File: config.mk
export PLATFORM = sky130hd
export DESIGN_NAME = stage_cascade_ctrl
export DESIGN_NICKNAME = d
export VERILOG_FILES = /design/src/rtl/cascade_pkg.sv /design/src/rtl/stage_cascade_ctrl.sv
export SDC_FILE = /design/constraint.sdc
export NUM_CORES = 1
export LEC_CHECK = 0
export ABC_AREA = 0
export CAP_MARGIN = 0
export CORE_AREA = 8 8 149 151
export DETAILED_ROUTE_END_ITERATION = 7
export DIE_AREA = 0 0 157 159
export HOLD_SLACK_MARGIN = 0.1
export PLACE_DENSITY_LB_ADDON = 0.3
export RECOVER_POWER = 25
export SYNTH_ARGS = -nofsm -noshare
export SYNTH_HDL_FRONTEND = slang
export SYNTH_SLANG_ARGS = --single-unit
File: constraint.sdc
create_clock -name clk -period 4.5 [get_ports clk]
set_input_delay 0.45 -clock clk [delete_from_list [all_inputs] [get_ports clk]]
set_output_delay 0.45 -clock clk [all_outputs]
set_load 0.02 [all_outputs]
File: src/rtl/cascade_pkg.sv
`default_nettype none
// +----------------------------------------------------------------------------+
// | Package : cascade_pkg                                                      |
// | Shared constants, fixed-point type, FSM encoding and saturating adder for |
// | the Haar cascade stage controller.                                        |
// | Revision: 1.0 - initial release                                           |
// +----------------------------------------------------------------------------+
package cascade_pkg;

    localparam int NUM_STAGES = 22;
    localparam int ACC_W      = 32;
    localparam int FRAC_W     = 16;
    localparam int IDX_W      = 5;

    typedef logic signed [ACC_W-1:0] fx_t;

    typedef enum logic [1:0] {
        ST_IDLE    = 2'd0,
        ST_ACCUM   = 2'd1,
        ST_COMPARE = 2'd2,
        ST_DONE    = 2'd3
    } cascade_state_e;

    // One guard bit exposes overflow; clamp to the most positive/negative value.
    function automatic fx_t sat_add(input fx_t a, input fx_t b);
        logic signed [ACC_W:0] w_sum;
        fx_t                   w_res;
        w_sum = {a[ACC_W-1], a} + {b[ACC_W-1], b};
        if (w_sum[ACC_W] != w_sum[ACC_W-1]) begin
            w_res = w_sum[ACC_W] ? {1'b1, {(ACC_W-1){1'b0}}}
                                 : {1'b0, {(ACC_W-1){1'b1}}};
        end else begin
            w_res = w_sum[ACC_W-1:0];
        end
        return w_res;
    endfunction

endpackage : cascade_pkg
`default_nettype wire

File: src/rtl/stage_cascade_ctrl.sv
`default_nettype none
// +----------------------------------------------------------------------------+
// | Module  : stage_cascade_ctrl                                               |
// | Walks cascade stages per window, accumulates signed votes and compares    |
// | each stage sum with its threshold; reports early reject or face.          |
// | Revision: 1.0 - initial release                                           |
// +----------------------------------------------------------------------------+
import cascade_pkg::*;

module stage_cascade_ctrl (
    input  logic                    clk,
    input  logic                    rst_n,
    input  logic                    win_valid,
    output logic                    win_ready,
    output logic [IDX_W-1:0]        thr_stage_idx,
    input  logic signed [ACC_W-1:0] thr_value,
    input  logic                    wc_valid,
    output logic                    wc_ready,
    input  logic signed [ACC_W-1:0] wc_vote,
    input  logic                    wc_last,
    output logic                    wc_flush,
    output logic                    res_valid,
    input  logic                    res_ready,
    output logic                    res_face,
    output logic [IDX_W-1:0]        res_stage
);

    localparam logic [IDX_W-1:0] c_last_idx   = IDX_W'(NUM_STAGES - 1);
    localparam logic [IDX_W-1:0] c_pass_stage = IDX_W'(NUM_STAGES);

    cascade_state_e   r_state;
    fx_t              r_acc;
    logic [IDX_W-1:0] r_idx;
    logic             r_res_face;
    logic [IDX_W-1:0] r_res_stage;

    cascade_state_e   w_state_next;
    fx_t              w_acc_next;
    logic [IDX_W-1:0] w_idx_next;
    logic             w_face_next;
    logic [IDX_W-1:0] w_stage_next;
    logic             w_pass;
    logic             w_flush;

    // Equality passes: a stage sum exactly at threshold keeps the window alive.
    assign w_pass = (r_acc >= thr_value);

    always_comb begin
        w_state_next = r_state;
        w_acc_next   = r_acc;
        w_idx_next   = r_idx;
        w_face_next  = r_res_face;
        w_stage_next = r_res_stage;
        w_flush      = 1'b0;
        case (r_state)
            ST_IDLE: begin
                if (win_valid) begin
                    w_acc_next   = '0;
                    w_idx_next   = '0;
                    w_state_next = ST_ACCUM;
                end
            end
            ST_ACCUM: begin
                if (wc_valid) begin
                    w_acc_next = sat_add(r_acc, wc_vote);
                    if (wc_last) begin
                        w_state_next = ST_COMPARE;
                    end
                end
            end
            ST_COMPARE: begin
                if (w_pass) begin
                    if (r_idx == c_last_idx) begin
                        w_face_next  = 1'b1;
                        w_stage_next = c_pass_stage;
                        w_state_next = ST_DONE;
                    end else begin
                        w_idx_next   = r_idx + IDX_W'(1);
                        w_acc_next   = '0;
                        w_state_next = ST_ACCUM;
                    end
                end else begin
                    w_face_next  = 1'b0;
                    w_stage_next = r_idx;
                    w_flush      = 1'b1;
                    w_state_next = ST_DONE;
                end
            end
            ST_DONE: begin
                if (res_ready) begin
                    w_state_next = ST_IDLE;
                end
            end
            default: begin
                w_state_next = ST_IDLE;
            end
        endcase
    end

    always_ff @(posedge clk) begin
        if (!rst_n) begin
            r_state     <= ST_IDLE;
            r_acc       <= '0;
            r_idx       <= '0;
            r_res_face  <= 1'b0;
            r_res_stage <= '0;
        end else begin
            r_state     <= w_state_next;
            r_acc       <= w_acc_next;
            r_idx       <= w_idx_next;
            r_res_face  <= w_face_next;
            r_res_stage <= w_stage_next;
        end
    end

    assign win_ready     = (r_state == ST_IDLE);
    assign wc_ready      = (r_state == ST_ACCUM);
    assign res_valid     = (r_state == ST_DONE);
    assign wc_flush      = w_flush;
    assign thr_stage_idx = r_idx;
    assign res_face      = r_res_face;
    assign res_stage     = r_res_stage;

endmodule : stage_cascade_ctrl
`default_nettype wire

* Word level (Yosys, flattened, before mapping)
Index checks and enable logic that the tools add are counted.
Word-level totals: logic and storage cells 51, register bits 45, output and inout port bits 15, input bits 70
Cells by class: muxes and demuxes 24, magnitude comparators 1, reductions and logical operators 7, add/sub/neg operators 2, equal/unequal tests 12
Operator list (number):
- 32-bit 2-to-1 mux | 6
- 32-bit one-hot mux with 3 select lines | 1
- 32-bit by 32-bit adder with 33-bit output | 1
- 32-bit >= comparator | 1
- 5-bit 2-to-1 mux | 5
- 2-bit 2-to-1 mux | 6
- 5-bit one-hot mux with 2 select lines | 1
- 2-bit inequality test, second input constant | 4
- 2-bit one-hot mux with 4 select lines | 1
- 4-bit AND reduction | 2
- 2-bit by 1-bit inequality test with 1-bit output, second input constant | 3
- 5-bit by 1-bit adder with 5-bit output, second input constant | 1
- 5-bit equality test, second input constant | 1
- 5-bit AND reduction | 1
- 2-bit equality test, second input constant | 2
- 1-bit 2-to-1 mux | 4
- 3-bit nonzero test | 1
- 2-bit by 1-bit equality test with 1-bit output, second input constant | 1
- 2-bit zero test | 1
- 2-bit AND reduction | 1
- 2-bit nonzero test | 1
- 1-bit inequality test | 1

* Depth between registers and ports, before layout
depth in word-level cells 5, mapped depth 12, gate-level depth less buffers 10

* Worst setup path after synthesis
OpenSTA, ideal clock, no wires.
path kind input -> register, start input wc_vote[0], end register r_acc[30], setup time 0.127 ns, stages on the path 11, data required time 4.373 ns, path buffers 1, setup slack 1.668 ns, data arrival time 2.705 ns, cells stage by stage ha_1 fa_1 a211oi_1 o211a_1 nor3_2 or3_4 o21ai_2 o2111ai_4 nand2_4 buf_8 o221ai_2
On the way: cells in the longest elaborated chain, start to end 5, elaborated cells between the ends (all ways) 6, those cells by class 1 x add/sub; 1 x eq/ne; 4 x mux
RTL lines:
- start: declaration | line stage_cascade_ctrl.sv:19 | input logic signed [ACC_W-1:0] wc_vote,
- 32-bit by 32-bit adder with 33-bit output * | line cascade_pkg.sv:28 | w_sum = {a[ACC_W-1], a} + {b[ACC_W-1], b};
- 32-bit 2-to-1 mux or 1-bit inequality test (tied branches) | line cascade_pkg.sv:30, cascade_pkg.sv:29
- 32-bit 2-to-1 mux * | line cascade_pkg.sv:29 | if (w_sum[ACC_W] != w_sum[ACC_W-1]) begin
- 32-bit 2-to-1 mux * | line stage_cascade_ctrl.sv:64 | if (wc_valid) begin
- 32-bit one-hot mux with 3 select lines * | line stage_cascade_ctrl.sv:55 | case (r_state)
- end signal: assignment | line stage_cascade_ctrl.sv:109 | r_acc <= w_acc_next;
- end: declaration | line stage_cascade_ctrl.sv:32 | fx_t r_acc;
Mark *: on every way between the ends. The rest lies on a longest branch, timed or not. The select of a mux whose other input is x is not followed. A chain may end at the register's enable or synchronous reset.

* Worst setup path after layout
start input thr_value[15], end output wc_flush
On the way: cells in the longest elaborated chain, start to end 3
RTL lines:
- start: declaration | line stage_cascade_ctrl.sv:16 | input logic signed [ACC_W-1:0] thr_value,
- 32-bit >= comparator | line stage_cascade_ctrl.sv:46 | assign w_pass = (r_acc >= thr_value);
- 1-bit 2-to-1 mux | line stage_cascade_ctrl.sv:72 | if (w_pass) begin
- 1-bit 2-to-1 mux | line stage_cascade_ctrl.sv:55
- end: declaration | line stage_cascade_ctrl.sv:21 | output logic wc_flush,
No other way between the ends.

==> reports/summary.json <==
{
  "chipWidth_um": 157,
  "whs_ns": 0.502,
  "mostFrequentLayoutCells": "70 x sky130_fd_sc_hd__inv_1, 69 x sky130_fd_sc_hd__clkdlybuf4s50_1, 66 x sky130_fd_sc_hd__ha_1",
  "period_needed_ns": 3.93,
  "power_per_cell_area_nw_per_um2": 215,
  "irDropWorstVdd_mv": 0.120,
  "grt_antenna_before_repair": 0,
  "synthToLayoutAreaGrowth_pct": 24.5,
  "htree_num_levels": 2,
  "highest-signal-layer": "met4",
  "worst_setup_path_start_kind": "input port",
  "fraction_of_layout_cells_with_a_size_suffix_above_1": 0.0871,
  "final-hold-violation-count": 0,
  "crit_slowest_cell": "sky130_fd_sc_hd__nor3_1",
  "ys_dominant_reg_cell": "sky130_fd_sc_hd__dfxtp_1",
  "die-height_um": 159,
  "yosysWarningCount": 0,
  "clock_insertion_delay_worst_skew_ns": 0.30,
  "route.detailed.drc": 0,
  "syn_nets": 735,
  "worstPathArrival_ns": 3.48,
  "report.power.total_mw": 1.30,
  "cts-resized-gates": 0,
  "final_wtd_congestion": 0.850,
  "sink_count_of_the_clock_tree": 45,
  "crit_chain": "clkdlybuf4s50_1, inv_1, ha_1, nand4_1, nor3_1, o21ai_0, a31oi_1, mux2_2, clkdlybuf4s50_1",
  "finalCritPeriodShare": 0.873,
  "initial_utilization": 0.246,
  "grt_pass1_vias": 4613,
  "synth_cell_type_count": 71,
  "met3_length_um": 522,
  "detailroute.via_count": 4502,
  "drt-wirelength-per-cell_um": 16.0,
  "worst_path_largest_cell_delay_ns": 0.56,
  "cts.hold.buffers_added": 0,
  "grt_max_degree": 32,
  "slew_violations": 0,
  "rsz0062_at_grt": "no",
  "result_of_the_run": "completed",
  "path_clk_slew_ns": 0.07,
  "detailed_place.area_um2": 5920,
  "grtUsageTotal": 0.122,
  "maxClockFrequency_ghz": 0.255,
  "synth_area_um2": 4870,
  "actual_transition_at_the_worst_max_transition_pin_ns": 0.742,
  "detail_route.wirelength.met1_um": 7450,
  "tritoncts.num_buffers": 5,
  "cts_setup_buffers": 0,
  "design.final.nets": 802,
  "design.die.area_um2": 25000,
  "critical_path.max_fanout": 3,
  "detailedRoute.firstPassIterationCount": 5,
  "antenna-diode-count": 0,
  "synth-seq-cells": 45,
  "grt_pass1_wl_um": 24600,
  "max-cap-violations": 0,
  "synthCells": 598,
  "setup_viol": 0,
  "total_length_of_routed_wires_um": 14900,
  "synth_enable_flop_cells": 0,
  "place.detailed.hpwl_um": 12000,
  "detailroute.wirelength.met2_um": 6780,
  "ioPinCount": 85,
  "min-delay-path-class": "reg -> reg",
  "design.core.area_um2": 19800,
  "worst_path_most_repeated_cell": "sky130_fd_sc_hd__clkdlybuf4s50_1",
  "globalRouteOverflowTotal": 0,
  "static-leakage-power_nw": 2.54,
  "avgViaCountPerCell": 4.81,
  "tritoncts_clock_tree": "built",
  "critPathCaptureType": "output port",
  "syn_area_per_cell_um2": 8.15,
  "relSlewSlack": 0.498,
  "seq_area_frac_synth": 0.185,
  "worst-endpoint-required_ns": 4.05,
  "worstSetupPathType": "in -> out",
  "num-fill-cells": 2138,
  "drtIter0Drc": 161,
  "setup_tns_ns": 0,
  "ant_nets": 0,
  "fin_skew_ns": 0.00796,
  "cts_buffer_depth": 2,
  "final_cell_area_um2": 6070,
  "floorplan.rows": 52,
  "cts_root_buf": "sky130_fd_sc_hd__clkbuf_16",
  "most_common_library_cell_in_the_layout_ignoring_fill_and_taps": "sky130_fd_sc_hd__inv_1",
  "io_buffers": 84,
  "ys_async_sr_fraction": 0
}
-- routing by layer --
| metal | track usage | vias to the layer above |
|---|---|---|
| met4 | 0.0280 | 0 |
| met5 | 0 | - |
| met1 | 0.164 | 2041 |
| li1 | - | 2366 |
| met3 | 0.0176 | 11 |
| met2 | 0.199 | 84 |
-- final cells by class --
type	instances	area (um2)	area share
tap	270	338	0.0557
clock inverter	3	25.0	0.00412
clock buffer	5	125	0.0206
multi-input combinational	452	3520	0.581
sequential	45	901	0.148
timing repair buffer	91	893	0.147
inverter	70	263	0.0433
-- power breakdown --
part	switching (mW)	internal [mW]	total [mW]
Clock	0.183	0.210	0.393
Combinational	0.261	0.210	0.471
Sequential	0.0215	0.418	0.440
-- cells in the mapped netlist (all sizes together) (13+ instances only) --
master   n  area share
inv     70       0.054
a211oi  13       0.021
nand3   27       0.028
nor2    23       0.018
a21o    29       0.045
nor3    13       0.015
buf     25       0.036
xnor2   15       0.027
a21oi   54       0.056
ha      66        0.17
nand4   15       0.021
o221ai  22       0.068
nand2   31       0.027
o21ai   24       0.025
dfxtp   45        0.18
-- logic make-up after synthesis --
group                    Yosys count  synth area share
XOR/XNOR                          23            0.0413
flip-flops                        45             0.185
AO/OA/AOI/OAI                    207             0.329
adder cells (fa/ha/maj)           67             0.174
AND/OR/NAND/NOR                  153             0.172
multiplexers                       2           0.00436
buffers and inverters            101            0.0947
-- stage by stage --
step           utilization  setup slack, ns  instances
6_report             0.306            0.574        936
3_3_place_gp         0.298            0.499        928
4_1_cts              0.306            0.595        936
2_1_floorplan            -             1.67        598
5_1_grt              0.306            0.470        936
3_5_place_dp         0.298            0.604        928
-- sequential cells by signal, indices dropped and copies added (netlist names) --
register       cells
r_acc             32
res_stage          5
thr_stage_idx      5
r_state            2
res_face           1
-- critical path: cells and delay by family --
kind | cells | cell delay (ns)
AO/OA/AOI/OAI | 2 | 0.45
adder cells (fa/ha/maj) | 1 | 0.31
buffers and inverters | 3 | 1.09
multiplexers | 1 | 0.39
AND/OR/NAND/NOR | 2 | 0.77
-- final timing paths --
path                       from  cells after the start  slack (ns)         to
hold reg to reg       r_acc[19]                      2        0.50  r_acc[19]
hold / removal        r_acc[19]                      2        0.50  r_acc[19]
setup / recovery  thr_value[15]                      9        0.57   wc_flush
setup reg to reg      r_acc[15]                     10        1.21  r_acc[16]
(Power assumes the default switching activity.)
